<file path="config.mk">
export PLATFORM = sky130hd
export DESIGN_NAME = ps2_host_tx
export DESIGN_NICKNAME = d
export VERILOG_FILES = /design/src/rtl/ps2_host_tx.sv
export SDC_FILE = /design/constraint.sdc
export NUM_CORES = 1
export LEC_CHECK = 0
export ABC_AREA = 1
export CORE_ASPECT_RATIO = 2
export CORE_UTILIZATION = 30
export DETAILED_ROUTE_END_ITERATION = 7
export PLACE_DENSITY = 0.44
export RECOVER_POWER = 50
export SYNTH_ARGS = -nofsm -noshare
export SYNTH_HDL_FRONTEND = slang
export SYNTH_SLANG_ARGS = --single-unit
</file>
<file path="constraint.sdc">
create_clock -name clk -period 2.4 [get_ports clk]
set_input_delay 0.48 -clock clk [delete_from_list [all_inputs] [get_ports clk]]
set_output_delay 0.48 -clock clk [all_outputs]
set_load 0.03 [all_outputs]
</file>
<file path="src/rtl/ps2_host_tx.sv">
// ps2_host_tx: host-to-device PS/2 command transmitter.
// Runs request-to-send, shifts {parity, din} LSB first on device clock
// falls, checks the device ACK and reports done or error.
// Ports:
//   clk, reset           system clock, async active-high reset
//   ps2c_in, ps2d_in     sampled PS/2 clock / data pads
//   wr_ps2, din          one-cycle send request and command byte
//   ps2c_oe, ps2d_oe     1 = pull the line low, 0 = release
//   tx_idle              high in IDLE (feeds the receiver's rx_en)
//   tx_done_tick         one-cycle pulse on ACK
//   tx_err_tick          one-cycle pulse on NACK or timeout
module ps2_host_tx #(
    parameter int INHIBIT_CYCLES = 6000,
    parameter int TIMEOUT_CYCLES = 1_000_000
) (
    input  logic       clk,
    input  logic       reset,
    input  logic       ps2c_in,
    input  logic       ps2d_in,
    input  logic       wr_ps2,
    input  logic [7:0] din,
    output logic       ps2c_oe,
    output logic       ps2d_oe,
    output logic       tx_idle,
    output logic       tx_done_tick,
    output logic       tx_err_tick
);

    localparam int MAXC = (INHIBIT_CYCLES > TIMEOUT_CYCLES) ?
                          INHIBIT_CYCLES : TIMEOUT_CYCLES;
    localparam int CW0  = $clog2(MAXC + 1);
    localparam int CW   = (CW0 < 4) ? 4 : CW0;

    localparam logic [CW-1:0] INH_LAST  = CW'(INHIBIT_CYCLES - 1);
    localparam logic [CW-1:0] TO_LAST   = CW'(TIMEOUT_CYCLES - 1);
    localparam logic [CW-1:0] RTSD_LAST = CW'(15);

    typedef enum logic [2:0] {
        IDLE, RTS, RTS_D, START, DATA, STOP, ACK, WAIT_REL
    } state_t;

    state_t        state;
    logic [7:0]    filt;
    logic          fclk;
    logic          fclk_next;
    logic          fall;
    logic [8:0]    frame;
    logic [3:0]    bitcnt;
    logic [CW-1:0] cnt;
    logic          ack_ok;
    logic          watch;
    logic          rel;
    logic          timeout;

    // Glitch filter: the clock only changes after 8 identical samples.
    always_comb begin
        fclk_next = fclk;
        if (filt == 8'h00)
            fclk_next = 1'b0;
        else if (filt == 8'hFF)
            fclk_next = 1'b1;
        fall = fclk & ~fclk_next;
    end

    always_ff @(posedge clk or posedge reset) begin
        if (reset) begin
            filt <= 8'hFF;
            fclk <= 1'b1;
        end else begin
            filt <= {ps2c_in, filt[7:1]};
            fclk <= fclk_next;
        end
    end

    // Our own clock pull-down during RTS also makes the filtered clock
    // fall, so falls only matter once the device owns the clock.
    always_comb begin
        watch = (state == START) || (state == DATA) ||
                (state == STOP)  || (state == ACK)  ||
                (state == WAIT_REL);
        rel     = (state == WAIT_REL) && fclk && ps2d_in;
        timeout = watch && !fall && !rel && (cnt == TO_LAST);
    end

    always_ff @(posedge clk or posedge reset) begin
        if (reset) begin
            state        <= IDLE;
            frame        <= '0;
            bitcnt       <= '0;
            cnt          <= '0;
            ack_ok       <= 1'b0;
            ps2c_oe      <= 1'b0;
            ps2d_oe      <= 1'b0;
            tx_idle      <= 1'b1;
            tx_done_tick <= 1'b0;
            tx_err_tick  <= 1'b0;
        end else begin
            tx_done_tick <= 1'b0;
            tx_err_tick  <= 1'b0;
            cnt <= (watch && fall) ? '0 : cnt + CW'(1);
            if (timeout) begin
                state       <= IDLE;
                cnt         <= '0;
                ps2c_oe     <= 1'b0;
                ps2d_oe     <= 1'b0;
                tx_idle     <= 1'b1;
                tx_err_tick <= 1'b1;
            end else begin
                unique case (state)
                    IDLE: begin
                        cnt <= '0;
                        if (wr_ps2) begin
                            state   <= RTS;
                            frame   <= {~^din, din};
                            ps2c_oe <= 1'b1;
                            tx_idle <= 1'b0;
                        end
                    end
                    RTS: begin
                        if (cnt == INH_LAST) begin
                            state   <= RTS_D;
                            cnt     <= '0;
                            ps2d_oe <= 1'b1;
                        end
                    end
                    RTS_D: begin
                        if (cnt == RTSD_LAST) begin
                            state   <= START;
                            cnt     <= '0;
                            ps2c_oe <= 1'b0;
                        end
                    end
                    START: begin
                        if (fall) begin
                            state   <= DATA;
                            bitcnt  <= '0;
                            ps2d_oe <= ~frame[0];
                        end
                    end
                    DATA: begin
                        if (fall) begin
                            if (bitcnt == 4'd8) begin
                                state   <= STOP;
                                ps2d_oe <= 1'b0;
                            end else begin
                                bitcnt  <= bitcnt + 4'd1;
                                frame   <= {1'b0, frame[8:1]};
                                ps2d_oe <= ~frame[1];
                            end
                        end
                    end
                    STOP: begin
                        if (fall)
                            state <= ACK;
                    end
                    // Entered on the 11th fall: the device holds the
                    // ACK level on data for the whole low phase.
                    ACK: begin
                        ack_ok <= ~ps2d_in;
                        state  <= WAIT_REL;
                        cnt    <= '0;
                    end
                    WAIT_REL: begin
                        if (rel) begin
                            state        <= IDLE;
                            cnt          <= '0;
                            tx_idle      <= 1'b1;
                            tx_done_tick <= ack_ok;
                            tx_err_tick  <= ~ack_ok;
                        end
                    end
                    default: state <= IDLE;
                endcase
            end
        end
    end

endmodule

</file>
==> results.json <==
{
  "synth_cells": 357,
  "syn_area_per_cell_um2": 8.03,
  "synthesis.area_um2": 2870,
  "status": "finished clean",
  "dp_hpwl_mm": 5.30,
  "grt_max_degree": 32,
  "placed_area_um2": 3150,
  "syn_nets": 373,
  "layout.nets": 392,
  "gp_congestion": 0.804,
  "synth-async-reset-ratio": 1.00,
  "slew_viol_final": 0,
  "slew_headroom": 0.419,
  "crit_fanout": 18,
  "ys_seq_elements": 51,
  "portBuffers": 17,
  "first_pass_iters": 6,
  "holdPathEnd": "filt[6]$_DFF_PP1_",
  "cts_root_buffer": "clkbuf_16",
  "setup_violations": 0,
  "area_growth_pct": 16.4,
  "dr.first_iter.drc_count": 62,
  "multiInputGateArea_um2": 1370,
  "grt_pass1_vias": 2383,
  "skew_ps": 5.21,
  "fp-row-count": 50,
  "required_ps": 2550,
  "timing.fmax_mhz": 496,
  "yosys_warnings": 0,
  "synth_area_leaders": "dfrtp_1 (36%), dfstp_2 (9.2%), nand2_1 (8.8%)",
  "critPathMaxStageDelay_ps": 550,
  "drc": 0,
  "reg2reg_from": "state[2]$_DFFE_PP0P_",
  "fin_crit_ps": 2010,
  "finalWirelength_mm": 6.77,
  "hold_start": "filt[7]$_DFF_PP1_",
  "diodes": 0,
  "reg2reg_to": "cnt[6]$_DFF_PP0_",
  "seq_area_frac_synth": 0.449,
  "startpoint_type": "register",
  "die_area_um2": 9980,
  "rsz0062_at_grt": "no",
  "cts_tree": "done",
  "cpMostUsedCell": "nor2_1",
  "layout_setup_ws_ps": 385,
  "post_drt_via_cell_ratio": 4.67,
  "p_total_mw": 3.20,
  "synth_cell_type_count": 37,
  "synth_top_area_frac": 0.358,
  "drv_cap": 0,
  "start_util": 0.308,
  "clk-insertion-delay-late_ps": 290,
  "cts_sinks": 51,
  "power_density_nw_per_um2": 959,
  "crit_slowest_cell": "dfrtp_1",
  "crit_arrival_ps": 2170,
  "numCtsBuffers": 5,
  "ant_nets": 0,
  "rrSetupSlack_ps": 390,
  "path_clk_slew_ps": 70,
  "grt_pass1_wl_mm": 11.4,
  "cts_setup_buffers": 0,
  "reg2reg_depth": 7,
  "track_usage": 0.150,
  "hold_class": "reg -> reg",
  "layout-drive-gt1-share": 0.117,
  "antenna_found_initial": 0,
  "core-area_um2": 9320,
  "cts_resized": 0,
  "cp-end-kind": "register",
  "register_area_um2": 1290,
  "worst_pin_slew_ps": 871,
  "overflow": 0,
  "holdWs_ps": 383,
  "synth-edff-count": 0,
  "design_area_um2": 3340,
  "vias": 2245,
  "crit_type": "reg -> reg",
  "fp.dieH_um": 140,
  "min_path_cells": 0,
  "die_w_um": 71.1,
  "synth_top_area_cell": "dfrtp_1",
  "io_pins": 18,
  "setup_tns_ps": 0,
  "cts_buffer_depth": 2,
  "peakVddDrop_mv": 0.427,
  "ys.flop_type": "dfrtp_1",
  "pre_cts_ws_ps": 292,
  "htreeDepth": 2,
  "cts_hold_buf": 0,
  "fillCellCount": 995,
  "p_leak_nw": 1.47,
  "hold_viol": 0,
  "post-route-period-util": 0.839,
  "wl_per_cell_um": 14.1,
  "cp_cell_sequence": "inv_2 -> nand3_1 -> nand2_1 -> nor2_1 -> nand3_2 -> o21ai_4 -> nor2_1"
}
layout make-up:
cell class	instances	area share
clock buffer	6	0.0386
clock inverter	2	0.0180
inverter	44	0.0495
multi-input combinational	255	0.410
sequential	51	0.386
tap	104	0.0390
timing repair buffer	19	0.0592
how the worst max path moves through the flow:
stage	start	endpoint	slack [ps]	depth (start not counted)
2_1_floorplan	reset	ack_ok$_DFFE_PP0P_	710	1
3_3_place_gp	ps2d_in	cnt[6]$_DFF_PP0_	320	6
3_5_place_dp	ps2d_in	cnt[6]$_DFF_PP0_	290	9
4_1_cts	cnt[16]$_DFF_PP0_	cnt[6]$_DFF_PP0_	360	8
5_1_grt	cnt[0]$_DFF_PP0_	cnt[6]$_DFF_PP0_	130	8
6_report	state[2]$_DFFE_PP0P_	cnt[6]$_DFF_PP0_	390	7
placed cells by master (no fill, tap or decap), drive strengths merged:
master and instances:
nor2 75, nand2 71, inv 44, dfrtp 41
nand3 28, o21ai 21, xor2 15, clkdlybuf4s50 15
dfstp 10, xnor2 9, a21oi 7, clkbuf 6
nor3 6, o21bai 4, a31oi 3, nand4 3
ha 3, o31ai 2, bufinv 2, dlygate4sd3 2
buf 2, or2 1, o21a 1, nand3b 1
nor4 1, a22oi 1, o211ai 1, a32o 1
a21boi 1
per-layer routing:
metal,share of wire,vias up,global-route usage
met2,0.59,25,0.304
met1,0.36,1049,0.142
met3,0.018,8,0.0209
met5,0,-,0
li1,-,1163,-
met4,0.025,0,0.0674
synth_stat cells, drive strengths merged, types with 2 or more instances:
| master | count |
|---|---|
| nand2 | 71 |
| o31ai | 2 |
| nor3 | 6 |
| nor2 | 75 |
| dfstp | 10 |
| a31oi | 3 |
| nand4 | 3 |
| o21ai | 21 |
| nand3 | 28 |
| dfrtp | 41 |
| a21oi | 7 |
| inv | 44 |
| o21bai | 4 |
| ha | 3 |
| buf | 6 |
| xor2 | 15 |
| xnor2 | 9 |
critical path, delay by kind of cell, from the launching register on:
kind            cells  cell delay (ps)
simple gates        5              630
buf+inv             1              140
flops               1              550
compound gates      1              540
where the power goes:
part | total, mW | switching, mW | leakage, nW | internal [mW]
registers | 1.16 | 0.131 | 0.641 | 1.03
logic | 1.13 | 0.754 | 0.734 | 0.375
clock network | 0.911 | 0.313 | 0.0911 | 0.598
total | 3.20 | 1.20 | 1.47 | 2.00
metrics by stage:
| step | util | instances |
|---|---|---|
| after floorplan | - | 357 |
| after global routing | 0.358 | 481 |
| after CTS | 0.358 | 481 |
| after detailed placement | 0.338 | 473 |
| after global placement | 0.338 | 473 |
| final | 0.358 | 481 |
sequential cells by signal (all words and copies together) (netlist names):
signal,flops
ack_ok,1
bitcnt,4
cnt,20
fclk,1
filt,8
frame,9
ps2c_oe,1
ps2d_oe,1
state,3
tx_done_tick,1
tx_err_tick,1
tx_idle,1
logic make-up (layout without fill, tap and decap cells):
| group | Yosys count | in the layout | synth area share |
|---|---|---|---|
| compound gates | 42 | 42 | 0.0908 |
| xor+xnor | 24 | 24 | 0.0733 |
| fa+ha+maj | 3 | 3 | 0.0131 |
| buf+inv | 51 | 71 | 0.0737 |
| flops | 51 | 51 | 0.449 |
| simple gates | 186 | 186 | 0.300 |
Power figures use the tool's default switching activity.
==> patch 1 (same settings) <==
Add an input register stage for `ps2c_in`, `ps2d_in`, `wr_ps2` and `din`; this delays them by one clock. Comments in the files are not updated.
--- a/src/rtl/ps2_host_tx.sv
+++ b/src/rtl/ps2_host_tx.sv
@@ -40,4 +40,16 @@
     } state_t;
 
+    logic ps2c_q;
+    logic ps2d_q;
+    logic wr_ps2_q;
+    logic [7:0] din_q;
+
+    always_ff @(posedge clk) begin
+        ps2c_q   <= ps2c_in;
+        ps2d_q   <= ps2d_in;
+        wr_ps2_q <= wr_ps2;
+        din_q    <= din;
+    end
+
     state_t        state;
     logic [7:0]    filt;
@@ -68,5 +80,5 @@
             fclk <= 1'b1;
         end else begin
-            filt <= {ps2c_in, filt[7:1]};
+            filt <= {ps2c_q, filt[7:1]};
             fclk <= fclk_next;
         end
@@ -79,5 +91,5 @@
                 (state == STOP)  || (state == ACK)  ||
                 (state == WAIT_REL);
-        rel     = (state == WAIT_REL) && fclk && ps2d_in;
+        rel     = (state == WAIT_REL) && fclk && ps2d_q;
         timeout = watch && !fall && !rel && (cnt == TO_LAST);
     end
@@ -110,7 +122,7 @@
                     IDLE: begin
                         cnt <= '0;
-                        if (wr_ps2) begin
+                        if (wr_ps2_q) begin
                             state   <= RTS;
-                            frame   <= {~^din, din};
+                            frame   <= {~^din_q, din_q};
                             ps2c_oe <= 1'b1;
                             tx_idle <= 1'b0;
@@ -157,5 +169,5 @@
                     // ACK level on data for the whole low phase.
                     ACK: begin
-                        ack_ok <= ~ps2d_in;
+                        ack_ok <= ~ps2d_q;
                         state  <= WAIT_REL;
                         cnt    <= '0;
Formal check against the unedited RTL: not equivalent (Yosys sat finds a counterexample within 4 cycles, from zero or initial values and one cycle with reset high).
==> patch 1 against the unedited design <==
Combinational power increased by 4%; worst hold slack worse by 0.082 ns; first-iteration DRC count grew 90%; synthesized area grew 14%; sequential cell count rose by 11; sequential share of layout area rose by 0.31 points; worst setup slack about the same; critical path depth is 6 lower; final area increased by 16%; wire length increased by 7.0%; largest power group unchanged; total power up 21%; clock power up 46%.
==> patch 1: results (changes against the unedited design) <==
[run_status]
outcome = finished, final reports clean

[clock_tree]
insertion_delay_ns = 0.34  ; +0.05 ns
cts_root_buf = clkbuf_16
path_clk_slew_ns = 0.06
numCtsBuffers = 9  ; +4
cts_setup_buffers = 0  ; unchanged
htree_levels = 3  ; +1
cts_buffer_depth = 2  ; unchanged
postCtsResizedCells = 0  ; unchanged

[power]
peakVddDrop_v = 0.000454  ; +6.2%
p_leak_nw = 1.74  ; +19%
p_int_mw = 2.45  ; +22%

[worst_setup_path]
critPathTopFamily = buffers and inverters
critPathMaxFanout = 2  ; -16
cp_slowest_stage_delay_ns = 0.67  ; +0.12 ns
cpMaxStageDelayCell = clkdlybuf4s50_1
arrival_ns = 1.53  ; -0.64 ns

[place]
place_congestion = 0.846  ; +5.2%
dp_hpwl_um = 5590  ; +5.6%
port_buffers = 17  ; unchanged

[final_layout]
diodes = 0  ; unchanged
nets = 431  ; +9.9%
nFillCells = 1102  ; +11%
reg_top3 = cnt (20), frame (9)
layout-drive-gt1-share_pct = 16.0  ; +4.3 points

[yosys]
synth_area_leaders = dfrtp_1, nand2_1, dfstp_2, nor2_1, dfxtp_1
synthesis.nets = 406  ; +8.8%
async_reset_ff_share_pct = 82.3  ; -18 points
ys.warnings.count = 0  ; unchanged
synthTopCellsByCount = nand2_1, nor2_1, dfrtp_1
yosysUniqueCellTypes = 33  ; -11%
yosysSeqAreaShare_pct = 46.0  ; +1.1 points

[floorplanning]
dieWidth_um = 75.9  ; +6.8%

[global_route]
grt_pass1_vias = 2502  ; +5.0%
grt_pass1_wl_um = 12100  ; +6.8%
antenna_found_initial = 0  ; unchanged
grt_use_total_pct = 14.2  ; -0.79 points
grt_max_degree = 27  ; -16%

[route]
routedWlPerCell_um = 13.0  ; -7.6%
dr.pass1.iters = 5  ; -1
drt_iter0_drc = 118  ; +90%
via_per_inst = 4.57  ; -2.1%

[timing]
slew_headroom_pct = 50.7  ; +8.9 points
finalSetupTns_ns = 0  ; unchanged
clock_skew_ns = 0.00817  ; +0.00296 ns

[hold_path]
min_path_type = reg2reg

patch 1: cell types whose count changed after synthesis, moves of 5 or more:
cell     unedited run  this run
o21ai_0            19         4
nor3_1              4         9
inv_1              41        32
o21ai_2             0         9
dfxtp_1             0        11
nand2_1            67        82
mux2i_1             0         8
nand4_1             3        10
patch 1: per-layer routing:
metal / vias up / share of wire, % / track usage (%) / wire length (um)
met3: 14 / 2.0 / 2.50 / 148
li1: 1289 / - / - / -
met1: 1205 / 36 / 13.0 / 2620
met5: - / 0 / 0 / 0
met2: 36 / 59 / 28.0 / 4250
met4: 0 / 3.1 / 9.71 / 225
patch 1: kinds of logic after synthesis:
logic type	Yosys count	synth area share (%)
fa+ha+maj	3	1.14
xor+xnor	25	6.67
flops	62	46.0
buf+inv	43	6.52
compound gates	24	5.23
simple gates	225	32.0
mux	8	2.44
patch 1: layout make-up:
type | count | share of cell area, %
tap | 137 | 4.42
inverter | 35 | 3.39
timing repair buffer | 22 | 5.20
clock buffer | 9 | 5.81
clock inverter | 7 | 2.10
multi-input combinational | 285 | 40.2
sequential | 62 | 38.9
patch 1: per-stage QoR:
stage | cell area [um^2] | util [%] | cells | setup slack [ns] | power, mW
after floorplan | 3280 | - | 390 | 0.707 | 2.39
after global placement | 3590 | 34.0 | 541 | 0.497 | 2.59
after detailed placement | 3590 | 34.0 | 541 | 0.448 | 2.59
after CTS | 3900 | 37.0 | 557 | 0.362 | 3.93
after global routing | 3880 | 36.8 | 557 | 0.277 | 4.13
final | 3880 | 36.8 | 557 | 0.385 | 3.86
patch 1: power groups by stage:
stage | clock [mW] | combinational [mW] | sequential, mW
final | 1.33 | 1.17 | 1.37
after floorplan | 0 | 1.03 | 1.36
after detailed placement | 0 | 1.20 | 1.39
after global routing | 1.39 | 1.35 | 1.39
after global placement | 0 | 1.20 | 1.39
after CTS | 1.36 | 1.20 | 1.37
patch 1: path summary, 6_finish.rpt:
| check | from | end | slack, ns | cells after the start |
|---|---|---|---|---|
| max in group asynchronous | reset | cnt[16]$_DFF_PP0_ | 0.56 | 3 |
| min in group asynchronous | reset | frame[6]$_DFFE_PP0P_ | 0.71 | 2 |
| worst max register to register | cnt[0]$_DFF_PP0_ | cnt[14]$_DFF_PP0_ | 0.46 | 11 |
| worst min register to register | ps2c_q$_DFF_P_ | filt[7]$_DFF_PP1_ | 0.30 | 0 |
| worst max-delay path | tx_idle$_DFFE_PP1P_ | tx_idle | 0.39 | 1 |
| worst min-delay path | ps2c_q$_DFF_P_ | filt[7]$_DFF_PP1_ | 0.30 | 0 |
==> patch 2 (same settings) <==
Made on the original files. Set the parameter `INHIBIT_CYCLES` to 3000 (it was 6000).
--- a/src/rtl/ps2_host_tx.sv
+++ b/src/rtl/ps2_host_tx.sv
@@ -11,5 +11,5 @@
 //   tx_err_tick          one-cycle pulse on NACK or timeout
 module ps2_host_tx #(
-    parameter int INHIBIT_CYCLES = 6000,
+    parameter int INHIBIT_CYCLES = 3000,
     parameter int TIMEOUT_CYCLES = 1_000_000
 ) (
Function: no difference found for any inputs over 10 cycles, from zero or initial values and one cycle with reset high; that may be too few to reach the edited logic, so the function may still have changed.
==> patch 2 against the unedited design <==
Final cell count up 2.7%; synthesized area about the same; worst setup slack better by 0.011 ns; die area about the same; final area unchanged; total power down 0.70%; highest routed layer unchanged; sequential cell count unchanged; non-clock buffer count up 1; global-route usage up 0.62 points; wire length up 5.4%.
==> patch 2: results (changes against the unedited design) <==
[yosys]
yosysUniqueCellTypes = 33  ; -11%
synthTopCellsByCount = nand2_1, nor2_1, dfrtp_1
yosysSeqAreaShare_pct = 44.9  ; about the same
synthesis.nets = 383  ; +2.7%
ys.warnings.count = 0  ; unchanged
synth_area_leaders = dfrtp_1, nand2_1, dfstp_2, nor2_1, inv_1
postSynthAreaPerCell_um2 = 7.82  ; -2.6%

[place]
place_congestion = 0.895  ; +11%
dp_hpwl_um = 5520  ; +4.3%
place_area_um2 = 3170  ; +0.52%
port_buffers = 17  ; unchanged
dp.cells = 486  ; +2.7%

[global_route]
grt_pass1_vias = 2490  ; +4.5%
grt_max_degree = 52  ; +63%
grt_use_total_pct = 15.6  ; +0.62 points
grt_pass1_wl_um = 11800  ; +3.8%

[final_layout]
diodes = 0  ; unchanged
reg_top3 = cnt (20), frame (9), filt (8)
nets = 405  ; +3.3%
fin_cells = 494  ; +2.7%
area_delta_synth_final_pct = 16.3  ; about the same
layout-drive-gt1-share_pct = 12.3  ; +0.64 points
nFillCells = 999  ; +0.40%

[run_status]
outcome = finished, final reports clean

[worst_setup_path]
arrival_ns = 1.52  ; -0.65 ns
cp_slowest_stage_delay_ns = 0.69  ; +0.14 ns
cpMaxStageDelayCell = clkdlybuf4s50_1
critPathMaxFanout = 2  ; -16
critPathTopFamily = buffers and inverters

[route]
vias = 2359  ; +5.1%
drt_iter0_drc = 77  ; +24%
drt_wl_total_um = 7130  ; +5.4%
dr.pass1.iters = 4  ; -2

[clock_tree]
cts_setup_buffers = 0  ; unchanged
insertion_delay_ns = 0.30
cts_buffer_depth = 2  ; unchanged

[power]
p_leak_nw = 1.45  ; -1.3%
peakVddDrop_v = 0.000536  ; +26%

[timing]
drv_slew = 0  ; unchanged
tightest_slew_ns = 1.33  ; +0.460 ns
clock_skew_ns = 0.00583  ; +0.000623 ns

## patch 2: cell type report
cell class	count	share of cell area, %
flip-flops and latches	51	38.6
clock buffers	6	4.50
clock inverters	2	1.12
repair buffers	20	5.70
well taps	104	3.90
inverters	43	4.84
multi-input cells	268	41.3
## patch 2: final timing paths
path / start / endpoint / slack [ns] / cells after the start
setup / recovery: tx_idle$_DFFE_PP1P_ / tx_idle / 0.40 / 1
hold / removal: filt[3]$_DFF_PP1_ / filt[2]$_DFF_PP1_ / 0.39 / 0
setup reg to reg: state[0]$_DFFE_PP0P_ / frame[5]$_DFFE_PP0P_ / 0.41 / 7
hold reg to reg: filt[3]$_DFF_PP1_ / filt[2]$_DFF_PP1_ / 0.39 / 0
max in group asynchronous: reset / cnt[18]$_DFF_PP0_ / 0.53 / 3
min in group asynchronous: reset / ack_ok$_DFFE_PP0P_ / 1.07 / 3
## patch 2: logic make-up (layout without fill, tap and decap cells)
| kind of cell | Yosys count | count (layout) | synth area share, % |
|---|---|---|---|
| compound gates | 40 | 40 | 8.33 |
| buf+inv | 48 | 71 | 7.02 |
| simple gates | 208 | 208 | 33.3 |
| xor+xnor | 17 | 17 | 5.19 |
| fa+ha+maj | 3 | 3 | 1.31 |
| flops | 51 | 51 | 44.9 |
## patch 2: per-stage QoR
step | power (mW) | setup slack [ns]
after floorplan | 2.07 | 0.707
after global placement | 2.32 | 0.255
after detailed placement | 2.33 | 0.232
after CTS | 3.25 | 0.380
after global routing | 3.41 | 0.237
final | 3.18 | 0.396
## patch 2: power breakdown
group          switching (mW)  internal, mW
Sequential              0.148          1.04
Combinational           0.744         0.354
Clock                   0.340         0.556
Total                    1.23          1.95
## patch 2: layer usage
layer / part of all wire [%] / track usage (%) / vias up
li1: - / - / 1212
met1: 36 / 14.1 / 1102
met2: 58 / 31.3 / 28
met3: 1.7 / 2.16 / 17
met4: 3.8 / 9.05 / 0
met5: 0 / 0 / -
